### config.mk
export PLATFORM = sky130hd
export DESIGN_NAME = dec_scan_seq
export DESIGN_NICKNAME = d
export VERILOG_FILES = /design/src/rtl/dec_scan_seq.sv
export SDC_FILE = /design/constraint.sdc
export NUM_CORES = 1
export LEC_CHECK = 0
export BUFFER_PORTS_ARGS = -buffer_cell sky130_fd_sc_hd__clkbuf_2
export CAP_MARGIN = 30
export CELL_PAD_IN_SITES_DETAIL_PLACEMENT = 1
export CELL_PAD_IN_SITES_GLOBAL_PLACEMENT = 1
export CORE_AREA = 10 10 76 78
export DETAILED_ROUTE_END_ITERATION = 12
export DIE_AREA = 0 0 86 88
export PLACE_DENSITY_LB_ADDON = 0.1
export SYNTH_ARGS = -nofsm -noshare
export SYNTH_HDL_FRONTEND = slang
export SYNTH_SLANG_ARGS = --single-unit
### constraint.sdc
create_clock -name clk -period 5.8 [get_ports clk]
set_input_delay 0.87 -clock clk [delete_from_list [all_inputs] [get_ports clk]]
set_output_delay 0.87 -clock clk [all_outputs]
set_load 0.02 [all_outputs]
### src/rtl/dec_scan_seq.sv
// Mask-driven channel scanner feeding the 4-to-16 decoder's en/w inputs.
// Optional macro DEC_SCAN_GAP_EN inserts one en=0 cycle between channels.
module dec_scan_seq #(
  parameter int DWELL = 4
) (
  input  logic        clk,
  input  logic        rst,
  input  logic        start,
  input  logic        stop,
  input  logic        cont,
  input  logic [15:0] mask,
  output logic        en,
  output logic [3:0]  w,
  output logic        busy,
  output logic        done
);

  localparam int CW = (DWELL > 1) ? $clog2(DWELL) : 1;
  localparam logic [CW-1:0] LAST = CW'(DWELL - 1);

  localparam logic [1:0] S_IDLE  = 2'd0;
  localparam logic [1:0] S_DWELL = 2'd1;
  localparam logic [1:0] S_DONE  = 2'd2;
`ifdef DEC_SCAN_GAP_EN
  localparam logic [1:0] S_GAP   = 2'd3;
`endif

  logic [1:0]    state_q, state_d;
  logic [CW-1:0] cnt_q, cnt_d;
  logic [3:0]    w_q, w_d;
  logic [15:0]   m_q, m_d;
  logic          c_q, c_d;

  logic [3:0]    first_in, first_m, nxt_up;
  logic          has_up;

  // Descending loop so the lowest qualifying bit is the last one written.
  always_comb begin
    first_in = 4'd0;
    first_m  = 4'd0;
    nxt_up   = 4'd0;
    has_up   = 1'b0;
    for (int i = 15; i >= 0; i--) begin
      if (mask[i]) first_in = 4'(i);
      if (m_q[i])  first_m  = 4'(i);
      if (m_q[i] && (4'(i) > w_q)) begin
        has_up = 1'b1;
        nxt_up = 4'(i);
      end
    end
  end

  always_comb begin
    state_d = state_q;
    cnt_d   = cnt_q;
    w_d     = w_q;
    m_d     = m_q;
    c_d     = c_q;
    case (state_q)
      S_IDLE: begin
        if (start) begin
          m_d = mask;
          c_d = cont;
          if (mask == 16'd0) begin
            state_d = S_DONE;
          end else begin
            state_d = S_DWELL;
            w_d     = first_in;
            cnt_d   = '0;
          end
        end
      end
      S_DWELL: begin
        if (stop) begin
          state_d = S_DONE;
        end else if (cnt_q == LAST) begin
          if (has_up || c_q) begin
            // Single-bit continuous scans reload the same channel here.
            w_d   = has_up ? nxt_up : first_m;
            cnt_d = '0;
`ifdef DEC_SCAN_GAP_EN
            state_d = S_GAP;
`endif
          end else begin
            state_d = S_DONE;
          end
        end else begin
          cnt_d = cnt_q + 1'b1;
        end
      end
`ifdef DEC_SCAN_GAP_EN
      S_GAP: begin
        cnt_d   = '0;
        state_d = stop ? S_DONE : S_DWELL;
      end
`endif
      S_DONE:  state_d = S_IDLE;
      default: state_d = S_IDLE;
    endcase
  end

  always_ff @(posedge clk or posedge rst) begin
    if (rst) begin
      state_q <= S_IDLE;
      cnt_q   <= '0;
      w_q     <= 4'd0;
      m_q     <= 16'd0;
      c_q     <= 1'b0;
    end else begin
      state_q <= state_d;
      cnt_q   <= cnt_d;
      w_q     <= w_d;
      m_q     <= m_d;
      c_q     <= c_d;
    end
  end

  assign en   = (state_q == S_DWELL);
`ifdef DEC_SCAN_GAP_EN
  assign busy = (state_q == S_DWELL) || (state_q == S_GAP);
`else
  assign busy = (state_q == S_DWELL);
`endif
  assign done = (state_q == S_DONE);
  assign w    = w_q;

endmodule

==> flow_summary.yaml <==
worst_setup_path:
  max_stage_delay_ps: 780
  required_ps: 5970
  criticalPathCategory: "reg -> reg"
  crit_fanout: 21
  worst_path_max_delay_cell: "dfrtp_1"
  crit_buf_inv: 1
  end_kind: "register"
  worstPathCellList: "inv_1, o22ai_2, nand4b_2, o311a_1, or2_4, mux2_4"
  critPathArrivalTime_ps: 2800
  crit_family: "flip-flops"
  cp-start-kind: "register"
power_and_ir_drop:
  power.share.clock: 0.099
  combinationalPowerShare: 0.500
  sw_frac_of_total: 0.4830
  p_int_w: 0.0005587
  leakage_nw: 0.8355
  switching_power_w: 0.0005220
  p_per_area_nw_per_um2: 524.1
  p_seq_frac: 0.401
  vdd_drop_max_mv: 0.1835
global_route:
  grt_start_max_net_pins: 26
  busiest_layer: "met2"
  use_met1: 0.2024
  grt_pass1_vias: 1783
  grt_pass1_wl_um: 8942
  antenna_found_initial: 0
  grt_overflow: 0
  gr-usage-met2: 0.2218
  grtUsageMet3: 0.03435
  grtUsageTotal: 0.1443
logic_synthesis:
  synth.top_cell.area_share: 0.3408
  synth.avg_cell_area_um2: 8.699
  yosys.cell_types.count: 54
  synth-seq-area-share: 0.3408
  async_flop_share: 1.000
  synth_edf_count: 0
  yosys_warnings: 0
  syn_inst: 211
  synth_nets: 233
  synth_area_um2: 1836
  ys_ff_latch: 25
  yosys_most_used_dff: "dfrtp_1"
  synth_area_leaders: "dfrtp_1 (34%), mux2_2 (8.0%), o21ai_0 (4.1%)"
  yosysTopAreaCell: "dfrtp_1"
worst_hold_path:
  hold_class: "in -> async"
clocking:
  cts_tree: "built"
  clk_latency_ps: 280
  clock_path_buffers: 2
  clk_pin_slew_worst_paths_ps: 100
  cts_hold_buf: 0
  htreeDepth: 1
  post_cts_buffers: 0
  cts.repair.resized: 0
  cts_root_buf: "clkbuf_8"
  clock_sinks: 25
  cts_buffers: 3
timing:
  max_slew.worst_pin.slew_ps: 669.1
  hold_violations: 0
  finalCritPeriodShare: 0.4528
  finClkSkew_ps: 11.82
  setup_viol: 0
  fin_ws_ps: 3174
  slew_headroom: 0.5539
  rsz0062_at_grt: "no"
  layout_min_cycle_time_ps: 2626
  setup_tns_ps: 0
  max_freq_mhz: 380.8
  maxSlewViolCount: 0
outcome:
  status: "complete, no violations"
final_layout:
  diodes: 0
  fin_cells: 286
  syn_to_final_growth_pct: 12.34
  final_area_um2: 2062
  drive_gt1_frac: 0.2436
  utilization: 0.4802
  n_fill_cell: 541
  layout.nets: 257
route:
  first_pass_iters: 4
  antenna_left: 0
  vias: 1732
  drt_iter0_markers: 108
  wirelength_um: 5412
  drt-vias-per-instance: 6.056
  wl_per_cell_um: 18.92
  route.detailed.drc: 0
run:
  drv_cap: 0
placed_design:
  dp.cells: 281
  portBuffers: 27
  placed_area_um2: 1988
  pre_cts_ws_ps: 3209
  hpwl_um: 4226
  gp_congestion: 0.9286
floorplan:
  start_util: 0.4274
  rows: 24
  die_y_um: 88
  die_area_um2: 7568
  coreArea_um2: 4294
  boundaryPins: 28
  die_w_um: 86
## worst paths after layout
| check | depth (start not counted) | to | slack (ps) | from |
|---|---|---|---|---|
| worst max-delay path | 6 | w[2] | 3170 | w[3] |
| worst min-delay path | 2 | m_q[3] | 430 | rst |
| worst max register to register | 6 | w[2] | 3170 | w[3] |
| worst min register to register | 1 | state_q[1] | 500 | state_q[1] |
| max in group asynchronous | 3 | m_q[12] | 5000 | rst |
| min in group clk | 1 | state_q[1] | 500 | state_q[1] |
## layer usage
| metal | up-vias | wire (µm) |
|---|---|---|
| met1 | 850 | 2634 |
| met5 | - | 0 |
| met3 | 5 | 298 |
| met2 | 37 | 2443 |
| met4 | 0 | 35 |
| li1 | 840 | - |
## cells in the mapped netlist (3+ instances only)
library cell  count
nor3_1            6
nand3_1           8
buf_4             4
nand2_1          14
a31oi_1           3
nor2_1           19
mux2_2           13
o22ai_1           3
o31ai_1           4
clkbuf_1          5
o211ai_1          3
dfrtp_1          25
o21ai_0          15
inv_1            11
nor4_1            8
a211oi_1          4
nor2b_1           8
a21oi_1           9
nand2b_1          4
nor3b_1           3
## power groups by stage
stage               Sequential (W)  Combinational (W)  Clock, W
floorplan                 0.000351           0.000465         0
global placement          0.000424           0.000526         0
CTS                       0.000429           0.000540  0.000109
finish                    0.000434           0.000540  0.000107
global route              0.000454           0.000607  0.000116
detailed placement        0.000432           0.000538         0
## cells in the final DEF, fill, tap and decap left out, types with 8 or more instances in the layout
| master | instances |
|---|---|
| dfrtp_1 | 25 |
| nor2b_1 | 8 |
| nand2_1 | 14 |
| mux2_2 | 13 |
| clkbuf_2 | 27 |
| a21oi_1 | 9 |
| inv_1 | 11 |
| nand3_1 | 8 |
| o21ai_0 | 15 |
| nor4_1 | 8 |
| nor2_1 | 19 |
## area by class of cell
| cell class | instances | area (µm²) | area share |
|---|---|---|---|
| Inverter | 12 | 45.04 | 0.02184 |
| Timing Repair Buffer | 29 | 170.2 | 0.08252 |
| Clock buffer | 3 | 41.29 | 0.02002 |
| Sequential cell | 25 | 625.6 | 0.3034 |
| Tap cell | 52 | 65.06 | 0.03155 |
| Clock inverter | 1 | 5.005 | 0.002427 |
| Multi-Input combinational cell | 164 | 1110 | 0.5382 |
## through the flow
stage                power, W  hold WS [ps]
floorplan           0.0008167         432.8
global placement    0.0009505         472.5
detailed placement  0.0009706         491.2
CTS                  0.001078         506.2
global route         0.001177         434.8
finish               0.001081         434.9
## cell families (layout without fill, tap and decap cells)
kind of cell	count (synthesis)	in the layout	share of synthesized area
AND/OR/NAND/NOR	83	83	0.2488
AO/OA/AOI/OAI	64	64	0.2475
flip-flops	25	25	0.3408
buffers and inverters	22	45	0.05726
multiplexers	16	16	0.09884
adder cells (fa/ha/maj)	1	1	0.006816
## state kept, by name, summed over array words and instances (netlist names)
name     flops
m_q         16
w            4
c_q          1
state_q      2
cnt_q        2
Note: power is estimated with default switching activity, not from simulation.
